`src/rtl/tap_frame_pkg.sv`:
```
// ---------------------------------------------------------------------------
// tap_frame_pkg
// Shared constants and helpers for the JTAG user-DR frame decoder.
//   - STATUS_* : bit positions of the status word loaded on Capture-DR
//   - clog2_min1 : clog2 clamped to a minimum of 1 (channel field width)
//   - frame_width : total frame width for a payload/channel combination
//   - upd_res_e : outcome of the checks performed on Update-DR
// ---------------------------------------------------------------------------
package tap_frame_pkg;

  localparam int unsigned STATUS_LENGTH_BIT   = 0;
  localparam int unsigned STATUS_CHANNEL_BIT  = 1;
  localparam int unsigned STATUS_OVERFLOW_BIT = 2;
  localparam int unsigned STATUS_LEVEL_LSB    = 3;

  function automatic int unsigned clog2_min1(input int unsigned n);
    return (n <= 2) ? 1 : $clog2(n);
  endfunction

  function automatic int unsigned frame_width(input int unsigned data_width,
                                              input int unsigned channels);
    return data_width + clog2_min1(channels);
  endfunction

  typedef enum logic [1:0] {
    UpdPush,
    UpdErrLength,
    UpdErrChannel,
    UpdErrOverflow
  } upd_res_e;

endpackage

```
`src/rtl/tap_frame_decoder_fifo.sv`:
```
// ---------------------------------------------------------------------------
// tap_frame_fifo
// Synchronous FIFO with a registered head entry.
// Ports:
//   i_clk, i_rst_n : clock, asynchronous active-low reset
//   i_push, i_data : write strobe and data (ignored when full without pop)
//   i_pop          : read strobe (ignored when empty)
//   o_data         : head entry, registered
//   o_valid        : FIFO not empty, registered
//   o_full         : level == DEPTH
//   o_level        : number of stored entries, 0..DEPTH
// ---------------------------------------------------------------------------
module tap_frame_fifo #(
  parameter int unsigned WIDTH = 8,
  parameter int unsigned DEPTH = 4,
  localparam int unsigned LW   = $clog2(DEPTH) + 1
) (
  input  logic             i_clk,
  input  logic             i_rst_n,
  input  logic             i_push,
  input  logic [WIDTH-1:0] i_data,
  input  logic             i_pop,
  output logic [WIDTH-1:0] o_data,
  output logic             o_valid,
  output logic             o_full,
  output logic [LW-1:0]    o_level
);

  localparam int unsigned AW = $clog2(DEPTH);

  logic [WIDTH-1:0] r_mem [DEPTH];
  logic [AW-1:0]    r_wr_ptr;
  logic [AW-1:0]    r_rd_ptr;
  logic [LW-1:0]    r_level;
  logic [WIDTH-1:0] r_head;
  logic             r_valid;

  logic          w_pop;
  logic          w_push;
  logic [AW-1:0] w_rd_next;
  logic [LW-1:0] w_level_next;

  assign o_full       = (r_level == LW'(DEPTH));
  assign w_pop        = i_pop && (r_level != '0);
  // A full FIFO still accepts a push when the head leaves on the same edge.
  assign w_push       = i_push && (!o_full || w_pop);
  assign w_rd_next    = r_rd_ptr + AW'(1);
  assign w_level_next = r_level + LW'(w_push) - LW'(w_pop);

  always_ff @(posedge i_clk or negedge i_rst_n) begin
    if (!i_rst_n) begin
      for (int i = 0; i < int'(DEPTH); i++) begin
        r_mem[i] <= '0;
      end
      r_wr_ptr <= '0;
      r_rd_ptr <= '0;
      r_level  <= '0;
      r_head   <= '0;
      r_valid  <= 1'b0;
    end else begin
      if (w_push) begin
        r_mem[r_wr_ptr] <= i_data;
        r_wr_ptr        <= r_wr_ptr + AW'(1);
      end
      if (w_pop) begin
        r_rd_ptr <= w_rd_next;
      end
      r_level <= w_level_next;
      r_valid <= (w_level_next != '0);
      // The incoming word becomes the head when nothing else will remain
      // ahead of it; otherwise a pop advances to the next stored entry.
      if (w_push && ((r_level == '0) || ((r_level == LW'(1)) && w_pop))) begin
        r_head <= i_data;
      end else if (w_pop) begin
        r_head <= r_mem[w_rd_next];
      end
    end
  end

  assign o_data  = r_head;
  assign o_valid = r_valid;
  assign o_level = r_level;

endmodule

```
`src/rtl/tap_frame_decoder.sv`:
```
// ---------------------------------------------------------------------------
// tap_frame_decoder
// Deserialises LSB-first user-DR shifts into {payload, channel} frames,
// checks length and channel on Update-DR and buffers good frames in a FIFO.
// Ports (all in the tck domain):
//   tck, rst_n           : clock, asynchronous active-low reset
//   tdi, tdo             : serial in, serial out (= shift_reg[0])
//   ir_is_user           : gates every TAP-side action
//   capture_dr/shift_dr/update_dr : TAP state strobes
//   m_data, m_channel, m_valid, m_ready : FIFO head with valid/ready
//   err_length/err_channel/err_overflow : one-cycle error pulses
// ---------------------------------------------------------------------------
module tap_frame_decoder
  import tap_frame_pkg::*;
#(
  parameter int unsigned DATA_WIDTH = 32,
  parameter int unsigned CHANNELS   = 4,
  parameter int unsigned FIFO_DEPTH = 4,
  localparam int unsigned CH_BITS   = clog2_min1(CHANNELS)
) (
  input  logic                  tck,
  input  logic                  rst_n,
  input  logic                  tdi,
  input  logic                  ir_is_user,
  input  logic                  capture_dr,
  input  logic                  shift_dr,
  input  logic                  update_dr,
  output logic                  tdo,
  output logic [DATA_WIDTH-1:0] m_data,
  output logic [CH_BITS-1:0]    m_channel,
  output logic                  m_valid,
  input  logic                  m_ready,
  output logic                  err_length,
  output logic                  err_channel,
  output logic                  err_overflow
);

  localparam int unsigned FRAME_WIDTH = frame_width(DATA_WIDTH, CHANNELS);
  localparam int unsigned LVL_W       = $clog2(FIFO_DEPTH) + 1;
  localparam int unsigned CNT_W       = $clog2(FRAME_WIDTH + 2);
  localparam int unsigned STATUS_W    = STATUS_LEVEL_LSB + LVL_W;
  localparam int unsigned EXT_W       = (FRAME_WIDTH > STATUS_W) ? FRAME_WIDTH : STATUS_W;

  logic [FRAME_WIDTH-1:0] r_shift;
  logic [CNT_W-1:0]       r_bit_cnt;
  logic                   r_sticky_length;
  logic                   r_sticky_channel;
  logic                   r_sticky_overflow;
  logic                   r_err_length;
  logic                   r_err_channel;
  logic                   r_err_overflow;

  logic [FRAME_WIDTH-1:0] w_head;
  logic [LVL_W-1:0]       w_fifo_level;
  logic                   w_fifo_full;
  logic                   w_fifo_valid;
  logic                   w_pop;
  logic                   w_push;
  logic                   w_update;
  upd_res_e               w_upd_res;
  logic [EXT_W-1:0]       w_status_ext;

  assign w_pop    = w_fifo_valid && m_ready;
  assign w_update = ir_is_user && update_dr;
  assign w_push   = w_update && (w_upd_res == UpdPush);

  always_comb begin
    if (r_bit_cnt != CNT_W'(FRAME_WIDTH)) begin
      w_upd_res = UpdErrLength;
    end else if (32'(r_shift[CH_BITS-1:0]) >= CHANNELS) begin
      w_upd_res = UpdErrChannel;
    end else if (w_fifo_full && !w_pop) begin
      w_upd_res = UpdErrOverflow;
    end else begin
      w_upd_res = UpdPush;
    end
  end

  // Status is built wide enough for the level field, then truncated to the
  // frame width for very narrow frames.
  always_comb begin
    w_status_ext                                 = '0;
    w_status_ext[STATUS_LENGTH_BIT]              = r_sticky_length;
    w_status_ext[STATUS_CHANNEL_BIT]             = r_sticky_channel;
    w_status_ext[STATUS_OVERFLOW_BIT]            = r_sticky_overflow;
    w_status_ext[STATUS_LEVEL_LSB +: LVL_W]      = w_fifo_level;
  end

  always_ff @(posedge tck or negedge rst_n) begin
    if (!rst_n) begin
      r_shift           <= '0;
      r_bit_cnt         <= '0;
      r_sticky_length   <= 1'b0;
      r_sticky_channel  <= 1'b0;
      r_sticky_overflow <= 1'b0;
      r_err_length      <= 1'b0;
      r_err_channel     <= 1'b0;
      r_err_overflow    <= 1'b0;
    end else begin
      r_err_length   <= 1'b0;
      r_err_channel  <= 1'b0;
      r_err_overflow <= 1'b0;
      if (ir_is_user) begin
        if (capture_dr) begin
          r_shift           <= w_status_ext[FRAME_WIDTH-1:0];
          r_bit_cnt         <= '0;
          r_sticky_length   <= 1'b0;
          r_sticky_channel  <= 1'b0;
          r_sticky_overflow <= 1'b0;
        end else if (shift_dr) begin
          r_shift <= {tdi, r_shift[FRAME_WIDTH-1:1]};
          if (r_bit_cnt != CNT_W'(FRAME_WIDTH + 1)) begin
            r_bit_cnt <= r_bit_cnt + CNT_W'(1);
          end
        end
        // Evaluated after the capture clear so a same-edge set wins.
        if (update_dr) begin
          unique case (w_upd_res)
            UpdErrLength: begin
              r_err_length    <= 1'b1;
              r_sticky_length <= 1'b1;
            end
            UpdErrChannel: begin
              r_err_channel    <= 1'b1;
              r_sticky_channel <= 1'b1;
            end
            UpdErrOverflow: begin
              r_err_overflow    <= 1'b1;
              r_sticky_overflow <= 1'b1;
            end
            UpdPush: ;
          endcase
        end
      end
    end
  end

  tap_frame_fifo #(
    .WIDTH (FRAME_WIDTH),
    .DEPTH (FIFO_DEPTH)
  ) u_fifo (
    .i_clk   (tck),
    .i_rst_n (rst_n),
    .i_push  (w_push),
    .i_data  (r_shift),
    .i_pop   (w_pop),
    .o_data  (w_head),
    .o_valid (w_fifo_valid),
    .o_full  (w_fifo_full),
    .o_level (w_fifo_level)
  );

  assign tdo          = r_shift[0];
  assign m_valid      = w_fifo_valid;
  assign m_channel    = w_head[CH_BITS-1:0];
  assign m_data       = w_head[FRAME_WIDTH-1:CH_BITS];
  assign err_length   = r_err_length;
  assign err_channel  = r_err_channel;
  assign err_overflow = r_err_overflow;

endmodule
```
`config.mk`:
```
export PLATFORM = sky130hd
export DESIGN_NAME = tap_frame_decoder
export DESIGN_NICKNAME = d
export VERILOG_FILES = /design/src/rtl/tap_frame_pkg.sv /design/src/rtl/tap_frame_decoder_fifo.sv /design/src/rtl/tap_frame_decoder.sv
export SDC_FILE = /design/constraint.sdc
export NUM_CORES = 1
export LEC_CHECK = 0
export BUFFER_PORTS_ARGS = -buffer_cell sky130_fd_sc_hd__buf_4
export CAP_MARGIN = 20
export CORE_ASPECT_RATIO = 0.6
export CORE_MARGIN = 5
export CORE_UTILIZATION = 35
export CTS_CLUSTER_DIAMETER = 150
export DETAILED_ROUTE_END_ITERATION = 7
export PLACE_DENSITY = 0.6
export SLEW_MARGIN = 10
export SYNTH_ARGS = -nofsm -noshare
export SYNTH_HDL_FRONTEND = slang
export SYNTH_SLANG_ARGS = --single-unit
export TNS_END_PERCENT = 30
```
`constraint.sdc`:
```
create_clock -name tck -period 5.1 [get_ports tck]
set_input_delay 0.765 -clock tck [delete_from_list [all_inputs] [get_ports tck]]
set_output_delay 0.765 -clock tck [all_outputs]
set_load 0.02 [all_outputs]
```
==> flow_metrics.tcl <==
set metrics [dict create \
    cpMaxStageDelayCell "sky130_fd_sc_hd__nor2_4" \
    finalMaxSlewViolations 0 \
    clk_pin_slew_ps 70 \
    syn_to_final_growth_pct 13.6 \
    dpl_cell_area_um2 10400 \
    synth.distinct_cells 42 \
    grt_setup_unrepaired "false" \
    route.detailed.vias_per_inst 5.01 \
    crit_type "reg2reg" \
    antenna_violating_nets_post_route 0 \
    timing.fmax_mhz 350 \
    syn_inst_count 696 \
    start_util_pct 35.4 \
    clock_tree.htree_level_count 1 \
    worst_ep_required_time_ps 5490 \
    netlist.top_cell.by_area "sky130_fd_sc_hd__dfrtp_1" \
    design.core.area_um2 27500 \
    r2r-end "u_fifo.r_mem[112]$_DFFE_PN0P_" \
    numPortBuffers 46 \
    num-nets-final 750 \
    clk_root_buffer_cell "sky130_fd_sc_hd__clkbuf_16" \
    finish.cell_count_without_fillers 1113 \
    synth.yosys.seq_area_share_pct 57.7 \
    antenna_found_initial 0 \
    post_cts.repair.setup_buffers 0 \
    antenna_cells_inserted 0 \
    grt_max_degree 132 \
    detail_route.drc_violations 0 \
    max-vdd-ir-drop_mv 0.189 \
    crit_path_max_cell_delay_ps 850 \
    final_hold_viol_count 0 \
    synth-edff-count 0 \
    fp.dieW_um 225 \
    timing.final.crit_share_pct 56.0 \
    synth.cell_area_um2 9720 \
    holdCritPathClass "in2async" \
    detail_route.first_pass.iterations 8 \
    postSynthRegisterBits 224 \
    place.gp.congestion 0.735 \
    clock_power_share_pct 37.7 \
    synth_warnings 0 \
    number_of_primary_i_o_pins 47 \
    cts-buffers-inserted 21 \
    postSynthAreaPerCell_um2 14.0 \
    reg2reg_depth 5 \
    share_of_total_power_in_sequential_cells_pct 49.8 \
    crit_path_max_fanout 28 \
    worstSetupStartpointType "flip-flop" \
    sum_neg_setup_slack_ps 0 \
    numPlacedInstances 1077 \
    syn_nets 713 \
    grt_pass1_vias 5792 \
    area_enclosed_by_the_die_boundary_um2 31300 \
    outcome "completed" \
    slew-limit-headroom_pct 28.5 \
    sinks_on_the_clock_net 224 \
    power-per-cell-area_nw_per_um2 353 \
    power.internal_uw 2810 \
    post-synth-top-area-fraction_pct 57.7 \
    r2r_slack_ps 2250 \
    finalWorstPathRequiredPeriod_ps 2850 \
    wl_per_cell_um 18.9 \
    maxCapViolCount 0 \
    comb_power_share_pct 12.5 \
    asyncSetResetFlopFracSynth_pct 100 \
    switching_power_uw 1090 \
    grt-ovfl-total 0 \
    ctsResizeCount 0 \
    switching_share_pct 27.9 \
    drt_first_iter_violations 443 \
    crit_arrival_ps 3240 \
    num_vias 5580 \
    yosys_most_used_dff "sky130_fd_sc_hd__dfrtp_1" \
    fill_cells 2542 \
    cells_traversed_along_the_worst_timing_path "nor4b_4 -> o211ai_4 -> nor2_4 -> buf_4 -> mux2_2" \
    grt_first_pass_wirelength_mm 34.6 \
    routed_wirelength_mm 21.0 \
    static-leakage-power_uw 0.00527 \
    placementRows 47 \
    clock_latency_ps 500 \
    synthMostInstantiatedCell "sky130_fd_sc_hd__dfrtp_1" \
    post_route_cells_drive_above_1_share_pct 36.6 \
    setup_violations 0 \
    tightestPinTransition_ps 1070 \
    ys_top_cells_by_count "224 x sky130_fd_sc_hd__dfrtp_1, 129 x sky130_fd_sc_hd__mux2_2, 82 x sky130_fd_sc_hd__nand2_1" \
    tritoncts "yes" \
    cts.hold.buffers_added 0 \
    layout.cell_area.non_filler_um2 11000 \
    detailed_place_hpwl_mm 12.0 \
    post_synth_main_area_contributors "sky130_fd_sc_hd__dfrtp_1 58%, sky130_fd_sc_hd__mux2_2 15%, sky130_fd_sc_hd__mux4_2 7.9%, sky130_fd_sc_hd__nand2_1 3.2%, sky130_fd_sc_hd__a22o_1 2.5%" \
    cp-end-kind "flip-flop" \
    max-clock-path-buffers 3 \
    fp.dieH_um 139 \
    crit-reg2reg-launch "r_bit_cnt[3]$_DFFE_PN0P_" \
    clock-skew-final_ps 9.73 \
    grt_util_all_layers_pct 13.7 \
]
how the worst max path moves through the flow:
stage,from,end,slack [ps],cells past startpoint
global route,r_bit_cnt[3]$_DFFE_PN0P_,u_fifo.r_mem[111]$_DFFE_PN0P_,2090,5
floorplan,m_ready,u_fifo.o_valid$_DFF_PN0_,2270,10
global placement,m_ready,u_fifo.o_valid$_DFF_PN0_,2020,10
detailed placement,m_ready,u_fifo.o_valid$_DFF_PN0_,1970,10
finish,r_bit_cnt[3]$_DFFE_PN0P_,u_fifo.r_mem[112]$_DFFE_PN0P_,2250,5
CTS,r_bit_cnt[3]$_DFFE_PN0P_,u_fifo.r_mem[117]$_DFFE_PN0P_,2210,5
layout by cell type (no fill, tap or decap), types with 2 or more instances in the layout:
| cell type | n |
|---|---|
| sky130_fd_sc_hd__inv_1 | 8 |
| sky130_fd_sc_hd__nand2_1 | 82 |
| sky130_fd_sc_hd__nand3_1 | 5 |
| sky130_fd_sc_hd__mux2i_1 | 6 |
| sky130_fd_sc_hd__a22o_1 | 28 |
| sky130_fd_sc_hd__and2_1 | 2 |
| sky130_fd_sc_hd__nor3_1 | 2 |
| sky130_fd_sc_hd__a31oi_1 | 34 |
| sky130_fd_sc_hd__mux2_4 | 8 |
| sky130_fd_sc_hd__mux4_2 | 34 |
| sky130_fd_sc_hd__nor2_1 | 37 |
| sky130_fd_sc_hd__o31ai_1 | 2 |
| sky130_fd_sc_hd__buf_4 | 55 |
| sky130_fd_sc_hd__clkbuf_1 | 5 |
| sky130_fd_sc_hd__ha_1 | 8 |
| sky130_fd_sc_hd__nor2_4 | 5 |
| sky130_fd_sc_hd__or3_1 | 2 |
| sky130_fd_sc_hd__clkinv_2 | 6 |
| sky130_fd_sc_hd__dfrtp_1 | 223 |
| sky130_fd_sc_hd__xor2_1 | 2 |
| sky130_fd_sc_hd__mux2_2 | 129 |
| sky130_fd_sc_hd__a21oi_1 | 4 |
| sky130_fd_sc_hd__clkbuf_16 | 21 |
| sky130_fd_sc_hd__xnor2_1 | 6 |
| sky130_fd_sc_hd__clkbuf_8 | 3 |
| sky130_fd_sc_hd__o21ai_0 | 8 |
| sky130_fd_sc_hd__a21o_1 | 2 |
critical path: cells and delay by family (launching register included):
kind | cells | cell delay (ps)
buffers and inverters | 1 | 310
AND/OR/NAND/NOR | 2 | 1360
multiplexers | 1 | 340
AO/OA/AOI/OAI | 1 | 240
flip-flops | 1 | 440
logic make-up after synthesis:
| kind of cell | synth area share, % |
|---|---|
| flops | 57.7 |
| mux | 24.7 |
| simple gates | 6.24 |
| compound gates | 6.39 |
| buf+inv | 3.03 |
| fa+ha+maj | 1.24 |
| xor+xnor | 0.721 |
| other cells | 0.0386 |
sequential cells by signal, summed over array words and instances (netlist names):
signal / flops
err_channel: 1
err_length: 1
err_overflow: 1
r_bit_cnt: 6
r_shift: 34
r_sticky_channel: 1
r_sticky_length: 1
r_sticky_overflow: 1
u_fifo.o_data: 34
u_fifo.o_level: 3
u_fifo.o_valid: 1
u_fifo.r_mem: 136
u_fifo.r_rd_ptr: 2
u_fifo.r_wr_ptr: 2
final cells by class:
class | count | area [um2] | share of cell area, %
clock buffer | 29 | 586 | 5.31
clock inverter | 7 | 38.8 | 0.351
inverter | 9 | 33.8 | 0.306
multi-input combinational | 420 | 3860 | 35.0
sequential | 224 | 5610 | 50.8
tap | 367 | 459 | 4.16
timing repair buffer | 57 | 448 | 4.06
layer usage:
| layer | vias up | global-route usage (%) | wire length (um) |
|---|---|---|---|
| li1 | 2578 | - | - |
| met1 | 2894 | 22.2 | 10900 |
| met2 | 89 | 19.3 | 8920 |
| met3 | 19 | 2.90 | 988 |
| met4 | 0 | 1.94 | 237 |
| met5 | - | 0 | 0 |
stage by stage:
stage,total power (uW),hold WS [ps],setup slack (ps),util (%)
2_1_floorplan,2270,449,2270,-
3_3_place_gp,2470,466,2020,37.9
3_5_place_dp,2480,470,1970,37.9
4_1_cts,3960,432,2210,40.2
5_1_grt,4100,462,2090,40.2
6_report,3900,391,2250,40.2
power groups by stage:
stage          clock, uW  combinational [uW]  sequential, uW
2_1_floorplan          0                 378            1890
3_3_place_gp           0                 492            1980
3_5_place_dp           0                 499            1980
4_1_cts             1520                 500            1940
5_1_grt             1600                 540            1950
6_report            1470                 486            1940
No activity file was read; power rests on OpenSTA's default activity.
